$ cat config.mk
export PLATFORM = sky130hd
export DESIGN_NAME = prio_encoder_8_3
export DESIGN_NICKNAME = d
export VERILOG_FILES = /design/src/rtl/prio_encoder_8_3.sv
export SDC_FILE = /design/constraint.sdc
export NUM_CORES = 1
export LEC_CHECK = 0
export ABC_AREA = 1
export ABC_CLOCK_PERIOD_IN_PS = 3700
export BUFFER_PORTS_ARGS = -buffer_cell sky130_fd_sc_hd__buf_2
export CAP_MARGIN = 25
export CORE_MARGIN = 10
export CORE_UTILIZATION = 25
export DETAILED_ROUTE_END_ITERATION = 8
export SLEW_MARGIN = 5
export SYNTH_ARGS = -nofsm -noshare
export SYNTH_HDL_FRONTEND = slang
export SYNTH_SLANG_ARGS = --single-unit
$ cat constraint.sdc
create_clock -name clk -period 3.7 [get_ports clk]
set_input_delay 0.185 -clock clk [delete_from_list [all_inputs] [get_ports clk]]
set_output_delay 0.185 -clock clk [all_outputs]
set_load 0.02 [all_outputs]
$ cat src/rtl/prio_encoder_8_3.sv
// prio_encoder_8_3: sequential 8-to-3 request encoder.
// Captures an 8-bit request vector and hands out the index of each set bit,
// lowest first, one per valid/ready handshake. Every output is decoded from
// registers only, so load/in/ready never reach an output combinationally.
module prio_encoder_8_3 (
   input  logic       clk,
   input  logic       rst,
   input  logic       load,
   input  logic [7:0] in,
   input  logic       ready,
   output logic [2:0] out,
   output logic       valid,
   output logic       busy,
   output logic [7:0] pending,
   output logic [3:0] count,
   output logic       done
);

   typedef enum logic {IDLE, DRAIN} state_t;

   state_t     state, state_nxt;
   logic [7:0] pending_nxt;
   logic       done_nxt;
   logic [2:0] low_idx;
   logic [7:0] low_hot;

   // Lowest set bit of the registered mask, bit 0 has highest priority.
   // Scanning downward lets the lowest set bit win the last assignment.
   always_comb begin
      low_idx = 3'd0;
      for (int i = 7; i >= 0; i--) begin
         if (pending[i]) low_idx = 3'(i);
      end
      low_hot = 8'd1 << low_idx;
   end

   // Population count of the registered mask.
   always_comb begin
      count = 4'd0;
      for (int i = 0; i < 8; i++) begin
         count = count + {3'd0, pending[i]};
      end
   end

   // Outputs decoded from state and mask; out is forced to 0 when not valid.
   always_comb begin
      valid = (state == DRAIN);
      busy  = (state == DRAIN);
      out   = (state == DRAIN) ? low_idx : 3'd0;
   end

   // Next-state logic: capture in IDLE, retire one bit per handshake in DRAIN.
   always_comb begin
      state_nxt   = state;
      pending_nxt = pending;
      done_nxt    = 1'b0;
      case (state)
         IDLE: begin
            // An all-zero vector has nothing to drain, so it is dropped.
            if (load && (in != 8'd0)) begin
               pending_nxt = in;
               state_nxt   = DRAIN;
            end
         end
         DRAIN: begin
            if (ready) begin
               pending_nxt = pending & ~low_hot;
               if ((pending & ~low_hot) == 8'd0) begin
                  state_nxt = IDLE;
                  done_nxt  = 1'b1;
               end
            end
         end
         default: begin
            state_nxt   = IDLE;
            pending_nxt = 8'd0;
         end
      endcase
   end

   // State, mask and done-pulse registers; reset discards outstanding requests.
   always_ff @(posedge clk or posedge rst) begin
      if (rst) begin
         state   <= IDLE;
         pending <= 8'd0;
         done    <= 1'b0;
      end else begin
         state   <= state_nxt;
         pending <= pending_nxt;
         done    <= done_nxt;
      end
   end

endmodule

==> results.json, run 1 <==
{
  "status": "completed",
  "cts_resized": 0,
  "yosysSeqAreaShare_pct": 29.85,
  "cts_num_sinks": 10,
  "cpMostUsedCell": "fa_1",
  "core_sq_mm": 0.003128,
  "hp-start": "in[2]",
  "initial_core_util_pct": 26.80,
  "regToRegSetupSlack_ns": 1.90,
  "drt_pre_antenna_iters": 4,
  "max_stage_delay_ns": 0.55,
  "ctsHoldBuffers": 1,
  "layout_min_cycle_time_ns": 3.365,
  "drt-vias-per-instance": 4.550,
  "slew_viol_final": 0,
  "grt_use_total_pct": 8.419,
  "clock_latency_ns": 0.27,
  "place_congestion": 0.8659,
  "syn_area_per_cell_sq_um": 7.290,
  "die_area_sq_mm": 0.006069,
  "whs_ns": 0.1923,
  "first_global_vias": 910,
  "cp-end-kind": "output pin",
  "fin_worst_skew_ns": 0.001674,
  "antenna_found_initial": 0,
  "diodes": 0,
  "worstPathRequired_ns": 3.51,
  "synth.distinct_cells": 26,
  "worst_slew_pin_slew_ns": 0.6049,
  "critPathLaunchType": "flop",
  "synth_warnings": 0,
  "layout_common_cells": "29 x buf_2, 24 x nand2_1, 16 x inv_1",
  "critical-path-top-delay-family": "adder cells",
  "die_h_um": 77.91,
  "synthToLayoutAreaGrowth_pct": 25.97,
  "cts_root_buffer": "clkbuf_4",
  "wl_per_cell_um": 12.72,
  "nets": 165,
  "clk_pin_slew_worst_paths_ns": 0.07,
  "ant_nets": 0,
  "cts_tree": "done",
  "tns_ns": 0,
  "grt_setup_unrepaired": "no",
  "clockBufferDepth": 2,
  "io_buffers": 29,
  "dr.first_iter.drc_count": 62,
  "syn_nets": 134,
  "maxSlewHeadroom_pct": 59.67,
  "rows": 20,
  "slowest_stage": "fa_1",
  "worstPathMaxFanout": 5,
  "finalHoldViolations": 0,
  "cts_inserted_buffers": 3,
  "crit_type": "reg -> out",
  "finalSetupViolCount": 0,
  "yosysTopAreaCell": "dfrtp_1",
  "synth_top_cell_area_share_pct": 29.85,
  "r2r_cells": 4,
  "r2r-start": "busy",
  "min_delay_path_depth": 3,
  "synthCells": 115,
  "route.detailed.drc": 0,
  "synth-seq-cells": 10,
  "gr-total-overflow": 0,
  "critPathArrivalTime_ns": 3.18,
  "layout-drive-gt1-share_pct": 31.03,
  "path_cells": "fa_1, inv_1, fa_1, fa_1, inv_1, ha_1, inv_1, fa_1, xnor2_1, buf_2",
  "hold_class": "in -> reg",
  "yosys-top-cells-area": "dfrtp_1 30%, nand2_1 11%, fa_1 9.6%",
  "r2r-end": "pending[4]",
  "grt_max_degree": 17,
  "final_common_cell": "buf_2",
  "post_cts_buffers": 0,
  "max_freq_ghz": 0.2972,
  "io_pins": 30,
  "path_buf_inv": 4,
  "max_cap_viol_count": 0,
  "vias": 860,
  "syn_area_sq_um": 838.3,
  "min_to": "pending[2]",
  "dieWidth_um": 77.91,
  "finalCritPeriodShare_pct": 90.95,
  "drt_wl_total_um": 2404,
  "h-tree-depth": 1,
  "hpwl_um": 2056,
  "grt_pass1_wl_um": 4209
}
## cells in the mapped netlist
cell type / number
nand2_1: 24
a21oi_1: 1
nor2_4: 1
inv_2: 4
nor3_1: 3
xnor2_1: 1
o21ai_2: 1
nor2_2: 2
buf_2: 2
a31oi_1: 2
o22ai_1: 1
o21ai_1: 5
o21ai_0: 2
o211ai_1: 4
or2_2: 1
inv_1: 16
buf_6: 1
nand4_1: 2
nand2_2: 3
ha_1: 3
nor2_1: 11
buf_4: 1
nand3_1: 8
nor4_1: 2
fa_1: 4
dfrtp_1: 10
## final cells by class
type	count	area (sq um)
flip-flops and latches	10	250.2
clock buffers	4	36.28
multi-input cells	81	484.2
well taps	44	55.05
fillers	343	2072
repair buffers	30	155.1
inverters	20	75.07
## cells by family (layout without fill, tap and decap cells)
logic type               count (synthesis)  in the layout  synth area share (%)
buffers and inverters                   24             54                 12.39
flip-flops                              10             10                 29.85
adder cells (fa/ha/maj)                  7              7                 14.03
XOR/XNOR                                 1              1                 1.045
AO/OA/AOI/OAI                           16             16                 11.64
AND/OR/NAND/NOR                         57             57                 31.04
## sequential cells by signal (all words and copies together) (netlist names)
name and count:
pending 8, done 1, busy 1
## worst register-to-register path, delay by kind of cell (launching register included)
kind / cells / cell delay, ns
AO/OA/AOI/OAI: 3 / 0.94
flip-flops: 1 / 0.58
buffers and inverters: 1 / 0.19
## how the worst max path moves through the flow
stage,from,endpoint,slack [ns],cells after the start
floorplan,pending[0],count[2],0.52,9
global placement,pending[0],count[2],0.65,10
detailed placement,pending[0],count[2],0.61,10
CTS,pending[0],count[2],0.31,10
global route,pending[0],count[2],0.15,10
finish,pending[0],count[2],0.33,10
## stage by stage
| step | setup slack, ns | area (sq um) | util, % | cells |
|---|---|---|---|---|
| after floorplan | 0.5163 | 838.3 | - | 115 |
| after global placement | 0.6531 | 1010 | 32.28 | 184 |
| final | 0.3347 | 1056 | 33.76 | 189 |
| after CTS | 0.3127 | 1056 | 33.76 | 189 |
| after detailed placement | 0.6120 | 1010 | 32.28 | 184 |
| after global routing | 0.1547 | 1056 | 33.76 | 189 |
## layer usage
metal / up-vias / track usage (%) / share of wire [%]
met4: 0 / 2.688 / 1.1
li1: 431 / - / -
met1: 394 / 10.52 / 47
met3: 4 / 2.650 / 6.7
met2: 31 / 13.43 / 45
met5: - / 0 / 0
Power of run 1 is left out: the tool's default activity adds up to more than one toggle a clock period on the data nets, which glitch-free logic cannot reach.
==> run 2, diff against run 1 <==
--- a/config.mk
+++ b/config.mk
@@ -12,6 +12,7 @@
 export CORE_MARGIN = 10
 export CORE_UTILIZATION = 25
 export DETAILED_ROUTE_END_ITERATION = 8
+export PLACE_DENSITY = 0.52
 export SLEW_MARGIN = 5
 export SYNTH_ARGS = -nofsm -noshare
 export SYNTH_HDL_FRONTEND = slang
==> run 2 against run 1 <==
  * Sequential share of layout area is the same
  * Clock-buffer cell count unchanged
  * Final cell count did not move
  * Global-route usage shrank 0.21 points
  * Utilization did not move
  * Sequential cell count stayed put
  * Die area stayed put
  * Critical path depth unchanged
  * Setup slack lost 0.027 ns
  * Design area unchanged
  * Critical path type unchanged
  * Critical endpoint unchanged
  * Largest cell class unchanged
==> results.json, run 2 (synthesis gave the netlist of run 1 again) <==
{
  "wl_per_cell_um": 12.53,
  "io_pins": 30,
  "cpMostUsedCell": "fa_1",
  "busiest_layer": "met2",
  "worst_slew_pin_slew_ns": 0.6440,
  "finalWorstSetupSlack_ns": 0.3081,
  "max_stage_delay_ns": 0.56,
  "gr-total-overflow": 0,
  "die_h_um": 77.91,
  "dieWidth_um": 77.91,
  "slowest_stage": "fa_1",
  "final_common_cell": "buf_2",
  "dr.first_iter.drc_count": 61,
  "clock_latency_ns": 0.27,
  "worstPathMaxFanout": 5,
  "drt-vias-per-instance": 4.534,
  "route.detailed.drc": 0,
  "path_cells": "fa_1, inv_1, fa_1, fa_1, inv_1, ha_1, inv_1, fa_1, xnor2_1, buf_2",
  "worstPathRequired_ns": 3.51,
  "regToRegSetupSlack_ns": 1.83,
  "cts_num_sinks": 10,
  "finalHoldViolations": 0,
  "die_area_sq_mm": 0.006069,
  "rows": 20,
  "layout_common_cells": "29 x buf_2, 24 x nand2_1, 16 x inv_1",
  "largest_reg_flops": 8,
  "regMostFlops": "pending",
  "post_cts_buffers": 0,
  "ant_nets": 0,
  "gr-usage-met1_pct": 8.262,
  "grt_pass1_wl_um": 4043,
  "status": "completed",
  "max_cap_viol_count": 0,
  "clk_pin_slew_worst_paths_ns": 0.07,
  "tns_ns": 0,
  "use_met3_pct": 3.571,
  "place_ws_ns": 0.5825,
  "hpwl_um": 2002,
  "h-tree-depth": 1,
  "ff_latch_area_sq_um": 250.2,
  "ctsHoldBuffers": 1,
  "cts_resized": 0,
  "hold_class": "in -> reg",
  "place_congestion": 0.7881,
  "grt_setup_unrepaired": "no",
  "diodes": 0,
  "clockBufferDepth": 2,
  "io_buffers": 29,
  "placed_area_sq_mm": 0.001010,
  "cts_inserted_buffers": 3,
  "cp-end-kind": "output pin",
  "drt_wl_total_um": 2368,
  "grt_max_degree": 17,
  "cts_tree": "done",
  "postLayoutCellArea_sq_mm": 0.001056,
  "critPathLaunchType": "flop",
  "maxSlewHeadroom_pct": 57.06,
  "layout-drive-gt1-share_pct": 31.03,
  "multi_input_area_sq_um": 484.2,
  "fillers": 358,
  "vias": 857,
  "grt_util_met2_pct": 14.59,
  "finalCritPeriodShare_pct": 91.67,
  "max_freq_ghz": 0.2948,
  "grt_use_total_pct": 8.206,
  "initial_core_util_pct": 26.80,
  "cts_root_buffer": "clkbuf_4",
  "layout_min_cycle_time_ns": 3.392,
  "core_sq_mm": 0.003128,
  "fin_worst_skew_ns": 0.006707,
  "antenna_found_initial": 0,
  "nets": 165,
  "finalSetupViolCount": 0,
  "synthToLayoutAreaGrowth_pct": 25.97,
  "critPathArrivalTime_ns": 3.21,
  "first_global_vias": 910,
  "slew_viol_final": 0,
  "drt_pre_antenna_iters": 2,
  "crit_type": "reg -> out"
}
-- run 2: cell counts in the layout (fill, tap and decap cells not counted) --
Identical to the previous run, type by type.
-- run 2: worst paths after layout --
check                           start          to  cells past startpoint
min in group asynchronous         rst        done                      3
setup / recovery           pending[0]    count[2]                     10
hold reg to reg            pending[6]  pending[6]                      2
setup reg to reg                 busy  pending[4]                      4
hold / removal                  in[2]  pending[2]                      3
max in group asynchronous         rst  pending[6]                      3
-- run 2: per-layer routing --
layer,up-vias,part of all wire [%],wire length (um)
met5,-,0,0
met4,0,1.6,38
met3,4,6.8,161
met2,15,52,1223
met1,408,40,944
li1,430,-,-
-- run 2: layout make-up --
cell class                      count  share of cell area [%]
Inverter                           20                   7.109
Timing Repair Buffer               30                   14.69
Multi-Input combinational cell     81                   45.85
Tap cell                           44                   5.213
Clock buffer                        4                   3.436
Sequential cell                    10                   23.70
-- run 2: per-stage QoR --
stage	cells	utilization, %	hold WS (ns)
finish	189	33.76	0.1799
detailed placement	184	32.28	0.1854
global placement	184	32.28	0.1882
CTS	189	33.76	0.1802
global route	189	33.76	0.1709
floorplan	115	-	0.02518
-- run 2: critical path, delay by kind of cell, from the launching register on --
kind	cells	cell delay, ns
adders and majority gates	5	1.99
buffers and inverters	4	0.35
xor gates and xnor gates	1	0.14
DFF	1	0.46
Power of run 2 is left out for the same reason.
==> run 3, diff against run 2 <==
--- a/config.mk
+++ b/config.mk
@@ -5,7 +5,6 @@
 export SDC_FILE = /design/constraint.sdc
 export NUM_CORES = 1
 export LEC_CHECK = 0
-export ABC_AREA = 1
 export ABC_CLOCK_PERIOD_IN_PS = 3700
 export BUFFER_PORTS_ARGS = -buffer_cell sky130_fd_sc_hd__buf_2
 export CAP_MARGIN = 25
==> run 3 against run 2 <==
  * Clock skew is 0.0077 ns higher
  * Critical endpoint unchanged
  * Clock-buffer cell count is 1 lower
  * Via count is 10% lower
  * Global-route usage hardly changed
  * Synthesized cell count is 19% lower
==> results.json, run 3 <==
{
  "r2r-start": "pending[0]",
  "io_pins": 30,
  "place_inst": 161,
  "layout-drive-gt1-share_pct": 31.40,
  "route.detailed.drc": 0,
  "cts_resized": 0,
  "whs_ns": 0.1353,
  "placed_area_sq_um": 982.2,
  "drt_wl_total_um": 2430,
  "yosysSeqAreaShare_pct": 30.03,
  "gr-total-overflow": 0,
  "regToRegSetupSlack_ns": 1.59,
  "synth_top_flop_cell": "dfrtp_1",
  "fillers": 334,
  "die_h_um": 77.74,
  "diodes": 0,
  "final_common_cell": "buf_2",
  "first_global_vias": 795,
  "syn_nets": 112,
  "worstPathMaxFanout": 11,
  "syn_area_per_cell_sq_um": 8.960,
  "r2r_cells": 5,
  "hpwl_um": 1997,
  "ant_nets": 0,
  "maxSlewHeadroom_pct": 61.69,
  "synth.distinct_cells": 30,
  "crit_type": "reg -> out",
  "synth-seq-cells": 10,
  "cts_root_buffer": "clkbuf_4",
  "drt-vias-per-instance": 4.673,
  "dr.first_iter.drc_count": 69,
  "grt_max_degree": 14,
  "grt_pass1_wl_um": 4057,
  "synth_warnings": 0,
  "worstPathRequired_ns": 3.51,
  "postLayoutCellArea_sq_mm": 0.001015,
  "layout_common_cells": "29 x buf_2, 15 x inv_1, 10 x dfrtp_1",
  "status": "completed",
  "nets": 142,
  "synthCells": 93,
  "finalHoldViolations": 0,
  "initial_core_util_pct": 26.64,
  "synthToLayoutAreaGrowth_pct": 21.77,
  "hold_class": "in -> reg",
  "syn_area_sq_um": 833.3,
  "max_cap_viol_count": 0,
  "ctsHoldBuffers": 1,
  "finalCritPeriodShare_pct": 94.94,
  "synth_top_cell_area_share_pct": 30.03,
  "min_to": "pending[3]",
  "yosys-top-cells-area": "dfrtp_1 30%, fa_1 9.6%, inv_1 6.8%",
  "finalSetupViolCount": 0,
  "slew_viol_final": 0,
  "vias": 771,
  "clockBufferDepth": 2,
  "grt_use_total_pct": 8.196,
  "yosysTopAreaCell": "dfrtp_1",
  "synthTopCellsByCount": "15 x inv_1, 10 x dfrtp_1, 8 x nand2_1, 8 x o21ai_0, 5 x a21oi_1",
  "cpMostUsedCell": "fa_1",
  "place_congestion": 0.8392,
  "cts_num_sinks": 10,
  "fin_cells": 165,
  "clk_pin_slew_worst_paths_ns": 0.07,
  "critPathArrivalTime_ns": 3.33,
  "layout_min_cycle_time_ns": 3.513,
  "regMostFlops": "pending",
  "rows": 20,
  "critPathLaunchType": "flop",
  "wl_per_cell_um": 14.73,
  "grt_setup_unrepaired": "no",
  "post_cts_buffers": 0,
  "core_sq_mm": 0.003128,
  "io_buffers": 29,
  "max_stage_delay_ns": 0.60,
  "max_freq_ghz": 0.2847,
  "die_area_sq_mm": 0.006043,
  "path_cells": "fa_1, inv_1, fa_1, fa_1, inv_1, ha_1, inv_1, fa_1, xnor2_1, buf_2",
  "drt_pre_antenna_iters": 4,
  "antenna_found_initial": 0,
  "fin_worst_skew_ns": 0.01437,
  "cts_tree": "done",
  "async_flop_share_pct": 100.0,
  "yosysMostFrequentCell": "inv_1",
  "largest_reg_flops": 8,
  "h-tree-depth": 1,
  "tns_ns": 0,
  "min_delay_path_depth": 2,
  "cp-end-kind": "output pin",
  "synth-edff-count": 0,
  "worst_slew_pin_slew_ns": 0.5735,
  "clock_latency_ns": 0.27,
  "r2r-end": "busy",
  "slowest_stage": "fa_1",
  "cts_inserted_buffers": 3,
  "hp-start": "in[3]",
  "dieWidth_um": 77.74
}
[run 3: cell types whose count changed after synthesis, moves of 5 or more]
cell     previous run  this run
o21ai_0             2         8
nand2_1            24         8
nor2_1             11         4
nand3_1             8         1
o21ai_1             5         0
[run 3: cells by family after synthesis]
family | Yosys count | synth area share [%]
compound gates | 30 | 24.48
simple gates | 23 | 15.17
fa+ha+maj | 8 | 15.47
xor+xnor | 1 | 1.051
buf+inv | 21 | 13.81
flops | 10 | 30.03
[run 3: through the flow]
stage          setup WS (ns)  utilization, %
3_5_place_dp          0.4713           31.40
3_3_place_gp          0.5681           31.40
2_1_floorplan         0.5387               -
5_1_grt              0.03004           32.44
4_1_cts               0.1676           32.44
6_report              0.1872           32.44
[run 3: worst max-delay path by stage]
stage / start / endpoint / slack [ns] / cells past startpoint
after global placement: pending[0] / count[2] / 0.57 / 10
final: pending[0] / count[2] / 0.19 / 10
after global routing: pending[0] / count[2] / 0.03 / 10
after CTS: pending[0] / count[2] / 0.17 / 10
after detailed placement: pending[0] / count[2] / 0.47 / 10
after floorplan: pending[3] / count[2] / 0.54 / 9
[run 3: critical path: cells and delay by family, from the launching register on]
kind / cells / cell delay [ns]
DFF: 1 / 0.53
buffers and inverters: 4 / 0.37
adders and majority gates: 5 / 2.03
xor gates and xnor gates: 1 / 0.14
[run 3: final cells by class]
class | instances | area [sq um] | area share [%]
multi-input cells | 62 | 467.9 | 46.12
repair buffers | 31 | 162.7 | 16.03
inverters | 15 | 56.30 | 5.549
flip-flops and latches | 10 | 250.2 | 24.66
well taps | 44 | 55.05 | 5.425
clock buffers | 3 | 22.52 | 2.219
[run 3: metal layers]
layer  vias to the layer above  share of wire [%]  global-route usage [%]  wire length, um
li1                        378                  -                       -                -
met1                       370                 50                   10.55             1219
met2                        23                 44                   12.69             1067
met3                         0                5.9                   3.456              143
met4                         0                  0                   1.095                0
met5                         -                  0                       0                0
Power of run 3 is left out for the same reason.
